File: config.mk
export PLATFORM = sky130hd
export DESIGN_NAME = mc_ctrl_fsm
export DESIGN_NICKNAME = d
export VERILOG_FILES = /design/src/rtl/mc_ctrl_fsm_pkg.sv /design/src/rtl/mc_ctrl_next_state.sv /design/src/rtl/mc_ctrl_fsm.sv
export SDC_FILE = /design/constraint.sdc
export NUM_CORES = 1
export LEC_CHECK = 0
export CAP_MARGIN = 20
export CORE_ASPECT_RATIO = 0.5
export CORE_MARGIN = 2
export CORE_UTILIZATION = 55
export DETAILED_ROUTE_END_ITERATION = 10
export HOLD_SLACK_MARGIN = 0.06
export PLACE_DENSITY = 0.77
export REMOVE_ABC_BUFFERS = 1
export SETUP_SLACK_MARGIN = 0.1
export SLEW_MARGIN = 15
export SYNTH_ARGS = -nofsm -noshare
export SYNTH_HDL_FRONTEND = slang
export SYNTH_SLANG_ARGS = --single-unit
File: constraint.sdc
create_clock -name clk -period 6.41 [get_ports clk]
set_clock_uncertainty 0.1 [all_clocks]
set_input_delay 1.282 -clock clk [delete_from_list [all_inputs] [get_ports clk]]
set_output_delay 1.282 -clock clk [all_outputs]
set_load 0.01 [all_outputs]
File: src/rtl/mc_ctrl_fsm_pkg.sv
// mc_ctrl_fsm_pkg: shared state encodings, RV32I opcode constants and the
// control-strobe bundle for the multicycle control FSM.
package mc_ctrl_fsm_pkg;

    localparam int ST_ENC_W = 4;

    localparam logic [3:0] ST_IF1  = 4'd0;
    localparam logic [3:0] ST_IF2  = 4'd1;
    localparam logic [3:0] ST_ID   = 4'd2;
    localparam logic [3:0] ST_EX1  = 4'd3;
    localparam logic [3:0] ST_EX2  = 4'd4;
    localparam logic [3:0] ST_MEM  = 4'd5;
    localparam logic [3:0] ST_WB   = 4'd6;
    localparam logic [3:0] ST_HALT = 4'd7;
    localparam logic [3:0] ST_ERR  = 4'd8;

    localparam logic [6:0] ARITHMETIC     = 7'b0110011;
    localparam logic [6:0] ARITHMETIC_IMM = 7'b0010011;
    localparam logic [6:0] LOAD           = 7'b0000011;
    localparam logic [6:0] STORE          = 7'b0100011;
    localparam logic [6:0] BRANCH         = 7'b1100011;
    localparam logic [6:0] JAL            = 7'b1101111;
    localparam logic [6:0] JALR           = 7'b1100111;
    localparam logic [6:0] ECALL          = 7'b1110011;
    localparam logic [6:0] LUI            = 7'b0110111;
    localparam logic [6:0] AUIPC          = 7'b0010111;

    typedef struct packed {
        logic ir_write;
        logic mem_req;
        logic mem_we;
        logic rf_we;
        logic pc_write;
        logic retire;
    } ctrl_strb_t;

    // Opcodes that go through the decode state after the fetch completes.
    function automatic logic needs_decode(input logic [6:0] op);
        case (op)
            ARITHMETIC, ARITHMETIC_IMM, LOAD, STORE,
            BRANCH, JALR, LUI, AUIPC: needs_decode = 1'b1;
            default:                 needs_decode = 1'b0;
        endcase
    endfunction

endpackage

File: src/rtl/mc_ctrl_next_state.sv
// mc_ctrl_next_state: purely combinational next-state and control-strobe
// logic for the multicycle control FSM. No storage lives here.
module mc_ctrl_next_state
    import mc_ctrl_fsm_pkg::*;
(
    input  logic [3:0] state,
    input  logic [6:0] opcode,
    input  logic       alu_bcond,
    input  logic       mem_ready,
    input  logic       timeout_hit,
    output logic [3:0] next_state,
    output ctrl_strb_t strb
);

    // Next state and strobes; retire flags any entry into IF1 or HALT.
    always_comb begin
        next_state = state;
        strb       = '0;
        case (state)
            ST_IF1: begin
                strb.mem_req = 1'b1;
                next_state   = ST_IF2;
            end
            ST_IF2: begin
                strb.mem_req = 1'b1;
                if (mem_ready) begin
                    strb.ir_write = 1'b1;
                    if (opcode == ECALL)      next_state = ST_HALT;
                    else if (opcode == JAL)   next_state = ST_EX1;
                    else if (needs_decode(opcode)) next_state = ST_ID;
                    else                      next_state = ST_ERR;
                end else if (timeout_hit) begin
                    next_state = ST_ERR;
                end
            end
            ST_ID: next_state = ST_EX1;
            ST_EX1: begin
                case (opcode)
                    BRANCH: begin
                        if (alu_bcond) begin
                            next_state = ST_EX2;
                        end else begin
                            strb.pc_write = 1'b1;
                            next_state    = ST_IF1;
                        end
                    end
                    ARITHMETIC, ARITHMETIC_IMM, JAL, JALR, LUI, AUIPC:
                        next_state = ST_WB;
                    LOAD, STORE: next_state = ST_MEM;
                    default:     next_state = ST_ERR;
                endcase
            end
            ST_EX2: begin
                strb.pc_write = 1'b1;
                next_state    = ST_IF1;
            end
            ST_MEM: begin
                strb.mem_req = 1'b1;
                strb.mem_we  = (opcode == STORE);
                if (mem_ready) begin
                    if (opcode == LOAD) begin
                        next_state = ST_WB;
                    end else if (opcode == STORE) begin
                        strb.pc_write = 1'b1;
                        next_state    = ST_IF1;
                    end else begin
                        next_state = ST_ERR;
                    end
                end else if (timeout_hit) begin
                    next_state = ST_ERR;
                end
            end
            ST_WB: begin
                strb.rf_we    = 1'b1;
                strb.pc_write = 1'b1;
                next_state    = ST_IF1;
            end
            ST_HALT: next_state = ST_HALT;
            ST_ERR:  next_state = ST_ERR;
            default: next_state = ST_ERR;
        endcase
        strb.retire = (next_state != state) &&
                      ((next_state == ST_IF1) || (next_state == ST_HALT));
    end

endmodule

File: src/rtl/mc_ctrl_fsm.sv
// mc_ctrl_fsm: registered multicycle control FSM for the RV32I core.
// Holds the state register, the memory wait counter and (when the macro
// MC_CTRL_PERF_CNT_EN is defined) cycle/retire performance counters.
//
// Memory handshake: mem_req is held high for every cycle of a request (IF1,
// IF2, MEM); the request completes in the first IF2/MEM cycle in which
// mem_ready=1. While mem_ready=0 the FSM holds and the wait counter runs;
// reaching MEM_TIMEOUT waiting cycles forces ERR unless mem_ready rises in
// that same cycle.
module mc_ctrl_fsm
    import mc_ctrl_fsm_pkg::*;
#(
    parameter int STATE_W     = 4,
    parameter int MEM_TIMEOUT = 16,
    parameter int CNT_W       = 32
) (
    input  logic               clk,
    input  logic               reset,
    input  logic [6:0]         part_of_inst,
    input  logic               alu_bcond,
    input  logic               mem_ready,
    output logic [STATE_W-1:0] current_state,
    output logic               ir_write,
    output logic               mem_req,
    output logic               mem_we,
    output logic               rf_we,
    output logic               pc_write,
    output logic               retire,
    output logic               halted,
    output logic               error
`ifdef MC_CTRL_PERF_CNT_EN
    ,
    output logic [CNT_W-1:0]   cycle_cnt,
    output logic [CNT_W-1:0]   retire_cnt
`endif
);

    localparam int unsigned TO_LAST = (MEM_TIMEOUT == 0) ? 0 : MEM_TIMEOUT - 1;

    logic [3:0]       state_q, state_d;
    logic [CNT_W-1:0] wait_cnt_q, wait_cnt_d;
    logic             timeout_hit;
    ctrl_strb_t       strb;

    assign timeout_hit = (MEM_TIMEOUT != 0) && (wait_cnt_q == CNT_W'(TO_LAST));

    mc_ctrl_next_state u_next (
        .state       (state_q),
        .opcode      (part_of_inst),
        .alu_bcond   (alu_bcond),
        .mem_ready   (mem_ready),
        .timeout_hit (timeout_hit),
        .next_state  (state_d),
        .strb        (strb)
    );

    // Wait counter: cleared on any state change, counts stalled IF2/MEM cycles.
    always_comb begin
        wait_cnt_d = wait_cnt_q;
        if (state_d != state_q) begin
            wait_cnt_d = '0;
        end else if (((state_q == ST_IF2) || (state_q == ST_MEM)) && !mem_ready
                     && (wait_cnt_q != '1)) begin
            wait_cnt_d = wait_cnt_q + CNT_W'(1);
        end
    end

    // State and wait-counter registers.
    always_ff @(posedge clk or negedge reset) begin
        if (!reset) begin
            state_q    <= ST_IF1;
            wait_cnt_q <= '0;
        end else begin
            state_q    <= state_d;
            wait_cnt_q <= wait_cnt_d;
        end
    end

    // Strobes are forced low while reset is held so IF1 does not request memory.
    assign current_state = STATE_W'(state_q);
    assign ir_write      = strb.ir_write & reset;
    assign mem_req       = strb.mem_req  & reset;
    assign mem_we        = strb.mem_we   & reset;
    assign rf_we         = strb.rf_we    & reset;
    assign pc_write      = strb.pc_write & reset;
    assign retire        = strb.retire   & reset;
    assign halted        = (state_q == ST_HALT);
    assign error         = (state_q == ST_ERR);

`ifdef MC_CTRL_PERF_CNT_EN
    logic [CNT_W-1:0] cycle_cnt_q, cycle_cnt_d;
    logic [CNT_W-1:0] retire_cnt_q, retire_cnt_d;

    // Performance counters freeze once the core parks in HALT or ERR.
    always_comb begin
        cycle_cnt_d  = cycle_cnt_q;
        retire_cnt_d = retire_cnt_q;
        if ((state_q != ST_HALT) && (state_q != ST_ERR)) begin
            cycle_cnt_d = cycle_cnt_q + CNT_W'(1);
        end
        if (strb.retire) begin
            retire_cnt_d = retire_cnt_q + CNT_W'(1);
        end
    end

    // Performance counter registers.
    always_ff @(posedge clk or negedge reset) begin
        if (!reset) begin
            cycle_cnt_q  <= '0;
            retire_cnt_q <= '0;
        end else begin
            cycle_cnt_q  <= cycle_cnt_d;
            retire_cnt_q <= retire_cnt_d;
        end
    end

    assign cycle_cnt  = cycle_cnt_q;
    assign retire_cnt = retire_cnt_q;
`endif

endmodule

==> out/metrics.yaml, run 1 <==
synthesis:
  synth.avg_cell_area_sq_um: 8.89
  synth.distinct_cells: 53
  yosys.area.top_type: "dfrtp_1"
  synth.most_common_cell: "nor2_1"
  ys_top_cells_by_count: "39 x nor2_1, 36 x dfrtp_1, 24 x xnor2_1"
  synth_enable_flop_cells: 0
  async_flop_share_pct: 100
  synth_area_leaders: "dfrtp_1 37%, xnor2_1 8.6%, nor2_1 6.0%, nand2_1 3.4%, nor2_2 3.3%"
  syn_inst: 276
  seq_area_frac_synth_pct: 36.7
  ys_ff_latch: 36
  ys_warn_count: 0
  synth_top_area_share_pct: 36.7
  ys.flop_type: "dfrtp_1"
  synthesis.area_sq_um: 2450
critical_path:
  critPathKind: "input port to primary output"
  critPathMaxStageDelay_ns: 0.53
  reg2reg_from: "current_state[1]$_DFF_PN0_"
  critPathTopFamily: "buffers and inverters"
  setup.worst_path.start_class: "input port"
  cp.arrival_ns: 3.96
  cp_common_cell: "clkdlybuf4s50_1"
  required_ns: 5.03
  r2r-end: "wait_cnt_q[17]$_DFFE_PN0P_"
  crit_chain: "clkdlybuf4s50_1 -> or2_2 -> nor4_2 -> o21ai_0 -> a21oi_1 -> a311o_1 -> o2111a_1 -> clkdlybuf4s50_1"
  cp.depth: 8
  reg2regPathDepth: 5
  r2r_slack_ns: 3.73
  worst-path-buf-inv: 2
  crit_path_end_kind: "primary output"
  critPathMaxFanout: 9
  cp_slowest_cell: "clkdlybuf4s50_1"
grt:
  grt_pass1_vias: 2042
  grt_pass1_wl_um: 9270
  overflow: 0
  antenna_found_initial: 0
  grt_usage_pct: 23.2
  grt_max_degree: 33
outcome:
  run_status: "finished clean"
timing:
  finalMaxSlewViolations: 0
  setup_ws_ns: 1.07
  rsz0062_at_grt: "no"
  tightest_slew_ns: 0.806
  max_freq_ghz: 0.187
  hold_viol: 0
  setup_viol: 0
  relSlewSlack_pct: 46.3
  fin_setup_tns_ns: 0
  min_period_over_period_pct: 83.3
  fin_crit_ns: 5.34
hold_path:
  min_from: "wait_cnt_q[2]$_DFFE_PN0P_"
  hold_class: "flip-flop to flip-flop"
  min_path_cells: 1
  min_to: "wait_cnt_q[2]$_DFFE_PN0P_"
routing:
  drt_iter0_markers: 137
  dr.pass1.iters: 4
  wire_per_inst_um: 15.0
  routed_wl_um: 5350
  via_per_inst: 6.04
  postRouteAntennaNets: 0
  drcViolationCount: 0
  dr_total_vias: 2150
clock_tree:
  cts_buffers: 5
  cts_root_buf: "clkbuf_8"
  ctsResizeCount: 0
  hold_buffers: 0
  post_cts_buffers: 0
  clkTransAtPathRegs_ns: 0.07
  cts_tree: "built"
  htreeDepth: 2
  cts_buffer_depth: 2
  worstSkewPairLatency_ns: 0.29
  cts_num_sinks: 36
layout:
  fill_cells: 365
  antenna_cells: 0
  drive_gt1_share_pct: 14.7
  nets: 310
  area_growth_pct: 13.3
placed_design:
  gp_congestion: 0.947
  place_hpwl_um: 3830
  port-buffer-count: 22
  pre_cts_slack_ns: 1.12
power:
  p_per_area_nw_per_um2: 150
  finalPower_uw: 417
  vdd_drop_max_v: 0.000101
  leakage_uw: 0.00108
die:
  die_area_sq_um: 5040
  core_area_sq_um: 4340
  die_h_um: 51.2
  std_cell_rows: 17
  fp.dieW_um: 98.4
  num_io_pins: 23
  start_util_pct: 56.5
job:
  drv_cap: 0
==> cells in the final DEF (no fill, tap or decap), drive strengths merged, types with 5 or more instances in the layout <==
cell type	instances
nand2	23
xnor2	24
nor2	52
nor3	14
clkbuf	6
nand4	11
dfrtp	36
and3	5
inv	7
nor4	14
or3	5
a21oi	9
and4	6
o21ai	8
clkdlybuf4s50	21
nand3	14
==> worst register-to-register path: cells and delay by family, from the launching register on <==
| family | cells | cell delay [ns] |
|---|---|---|
| flops | 1 | 0.54 |
| compound gates | 1 | 0.13 |
| simple gates | 4 | 1.84 |
==> worst max path at each step <==
stage	to	startpoint	slack, ns
after CTS	retire	part_of_inst[4]	1.09
after detailed placement	retire	part_of_inst[4]	1.12
final	retire	part_of_inst[4]	1.07
after global placement	retire	part_of_inst[4]	1.17
after floorplan	retire	part_of_inst[2]	1.71
after global routing	retire	part_of_inst[4]	0.98
==> power by group <==
group | total, uW | switching, uW | internal, uW
registers | 227 | 0 | 227
logic | 21.7 | 12.9 | 8.76
clock network | 168 | 82.5 | 85.7
==> metal layers <==
metal / track usage (%) / routed length (um) / part of all wire, % / up-vias
met5: 0 / 0 / 0 / -
met4: 10.7 / 136 / 2.5 / 0
met3: 4.10 / 288 / 5.4 / 17
met2: 37.4 / 2470 / 46 / 82
met1: 31.2 / 2450 / 46 / 1017
li1: - / - / - / 1034
==> stage by stage <==
step	cell area, sq um	hold WS [ns]	std cells	util, %
4_1_cts	2780	0.446	356	64.0
5_1_grt	2780	0.487	356	64.0
6_report	2780	0.450	356	64.0
2_1_floorplan	2380	0.395	267	-
3_3_place_gp	2690	0.421	348	61.9
3_5_place_dp	2690	0.436	348	61.9
==> cell type report <==
cell class | count | area, sq um | share of cell area [%]
well taps | 57 | 71.3 | 2.57
inverters | 7 | 26.3 | 0.946
clock buffers | 6 | 82.6 | 2.97
repair buffers | 24 | 230 | 8.28
multi-input cells | 224 | 1460 | 52.5
flip-flops and latches | 36 | 901 | 32.4
clock inverters | 2 | 10.0 | 0.360
==> flip-flops by register name, indices dropped and copies added (netlist names) <==
signal and count:
wait_cnt_q 32, current_state 4
==> kinds of logic (layout without fill, tap and decap cells) <==
logic type               Yosys count  after routing  share of synthesized area, %
AND/OR/NAND/NOR                  163            163                          38.4
flip-flops                        36             36                          36.7
AO/OA/AOI/OAI                     33             33                          10.9
XOR/XNOR                          27             27                          9.64
buffers and inverters             16             39                          3.83
adder cells (fa/ha/maj)            1              1                         0.510
No activity file was read; power rests on OpenSTA's default activity.
==> inputs of run 2 (changes only) <==
- clock period: 6.41 -> 5.2 ns (I/O delays scaled with it)
==> run 2 against run 1 <==
  * Worst setup slack lost 0.71 ns
  * First-iteration DRC count increased by 39%
  * Register-to-register slack got worse by 1.3 ns
  * Utilization down 0.35 points
  * Die area stayed put
  * Critical path depth stayed put
  * Hold slack gained 0.010 ns
  * Sequential share of layout area is 0.18 points higher
  * Critical path type unchanged
  * Critical endpoint unchanged
  * Highest routed layer unchanged
==> out/metrics.yaml, run 2 (synthesis gave the netlist of run 1 again) <==
outcome:
  run_status: "finished clean"
placed_design:
  port-buffer-count: 22
  place_area_sq_um: 2690
  gp_congestion: 0.941
  place_hpwl_um: 3980
timing:
  setup_viol: 0
  tightest_slew_ns: 0.775
  min_period_over_period_pct: 92.9
  fin_setup_tns_ns: 0
  fin_crit_ns: 4.83
  max_freq_ghz: 0.207
  rsz0062_at_grt: "no"
  hold_viol: 0
  finalMaxSlewViolations: 0
  relSlewSlack_pct: 48.3
  hold_ws_ns: 0.460
power:
  finalPower_uw: 489
  p_switching_uw: 107
  power_frac_comb_pct: 5.4
  seqPwrFrac_pct: 57.2
  power.share.clock_pct: 37.3
  p_per_area_nw_per_um2: 177
  leakage_uw: 0.00107
  swShare_pct: 22.0
  vdd_drop_max_v: 0.0000938
  internal_power_uw: 382
hold_path:
  min_path_cells: 1
  hold_class: "flip-flop to flip-flop"
grt:
  grt_pass1_vias: 2101
  grt_pass1_wl_um: 9870
  grt_max_degree: 39
  grt_usage_pct: 24.5
  antenna_found_initial: 0
  overflow: 0
layout:
  fill_cells: 375
  stdcell_area_sq_um: 2760
  largest_register_ffs: 32
  nets: 310
  antenna_cells: 0
  area_growth_pct: 12.7
  regArea_sq_um: 901
  final_cell_mix: "39 x nor2_1, 36 x dfrtp_1, 24 x xnor2_1"
  largest-register: "wait_cnt_q"
  multiInputGateArea_sq_um: 1460
  mostFrequentLayoutCell: "nor2_1"
  drive_gt1_share_pct: 14.1
clock_tree:
  ctsResizeCount: 0
  cts_num_sinks: 36
  htreeDepth: 2
  cts_root_buf: "clkbuf_8"
  post_cts_buffers: 0
  clkTransAtPathRegs_ns: 0.07
  hold_buffers: 0
  cts_buffers: 5
  cts_buffer_depth: 2
  worstSkewPairLatency_ns: 0.28
  cts_tree: "built"
critical_path:
  reg2regPathDepth: 7
  cp_slowest_cell: "clkdlybuf4s50_1"
  required_ns: 4.06
  critPathTopFamily: "buffers and inverters"
  cp_common_cell: "clkdlybuf4s50_1"
  critPathMaxFanout: 9
  cp.arrival_ns: 3.69
  crit_chain: "clkdlybuf4s50_1 -> or2_2 -> nor4_2 -> o21ai_0 -> a21oi_1 -> a311o_1 -> o2111a_1 -> clkdlybuf4s50_1"
  worst-path-buf-inv: 2
  critPathMaxStageDelay_ns: 0.54
  crit_path_end_kind: "primary output"
  critPathKind: "input port to primary output"
  cp.depth: 8
  setup.worst_path.start_class: "input port"
routing:
  drcViolationCount: 0
  routed_wl_um: 5540
  dr.pass1.iters: 4
  drt_iter0_markers: 191
  postRouteAntennaNets: 0
  via_per_inst: 5.95
  dr_total_vias: 2111
  wire_per_inst_um: 15.6
die:
  die_area_sq_um: 5040
  fp.dieW_um: 98.4
  start_util_pct: 56.5
  std_cell_rows: 17
  num_io_pins: 23
  die_h_um: 51.2
  core_area_sq_um: 4340
job:
  drv_cap: 0
## run 2: through the flow
| step | worst slack, ns | util [%] | instances |
|---|---|---|---|
| floorplan | 0.982 | - | 267 |
| global placement | 0.445 | 61.9 | 348 |
| detailed placement | 0.408 | 61.9 | 348 |
| CTS | 0.392 | 63.7 | 355 |
| global route | 0.168 | 63.7 | 355 |
| finish | 0.367 | 63.7 | 355 |
## run 2: cell type report
| cell class | count | area share [%] |
|---|---|---|
| Tap cell | 57 | 2.58 |
| Timing Repair Buffer | 24 | 8.33 |
| Clock inverter | 1 | 0.181 |
| Inverter | 7 | 0.951 |
| Sequential cell | 36 | 32.6 |
| Multi-Input combinational cell | 224 | 52.7 |
| Clock buffer | 6 | 2.63 |
## run 2: worst reg2reg max path, cell delays in order, from the launching register on
cell      delay, ns
dfrtp_1        0.43
nor4_1         0.46
nand4_1        0.22
o21ai_0        0.46
and4_4         0.32
o221ai_4       0.10
buf_4          0.30
a311oi_1       0.28
## run 2: metal layers
layer  GRT usage, %  routed length, um  share of wire, %  up-vias
li1               -                  -                 -     1031
met1           32.8               2480                45      983
met2           41.0               2650                48       85
met3           4.65                314               5.7       12
met4           7.76                 99               1.8        0
met5              0                  0                 0        -
## run 2: final timing paths
path,endpoint,slack (ns),startpoint
worst max register to register,wait_cnt_q[2]$_DFFE_PN0P_,2.44,wait_cnt_q[10]$_DFFE_PN0P_
max in group asynchronous,wait_cnt_q[28]$_DFFE_PN0P_,3.94,reset
worst min-delay path,wait_cnt_q[2]$_DFFE_PN0P_,0.46,wait_cnt_q[2]$_DFFE_PN0P_
min in group asynchronous,current_state[1]$_DFF_PN0_,0.73,reset
worst max-delay path,retire,0.37,part_of_inst[4]
worst min register to register,wait_cnt_q[2]$_DFFE_PN0P_,0.46,wait_cnt_q[2]$_DFFE_PN0P_
## run 2: power groups by stage
stage | logic (uW) | clock network [uW] | registers, uW
3_3_place_gp | 26.5 | 0 | 285
4_1_cts | 26.9 | 189 | 280
5_1_grt | 30.0 | 201 | 280
2_1_floorplan | 8.40 | 0 | 285
6_report | 26.6 | 183 | 280
3_5_place_dp | 26.8 | 0 | 285
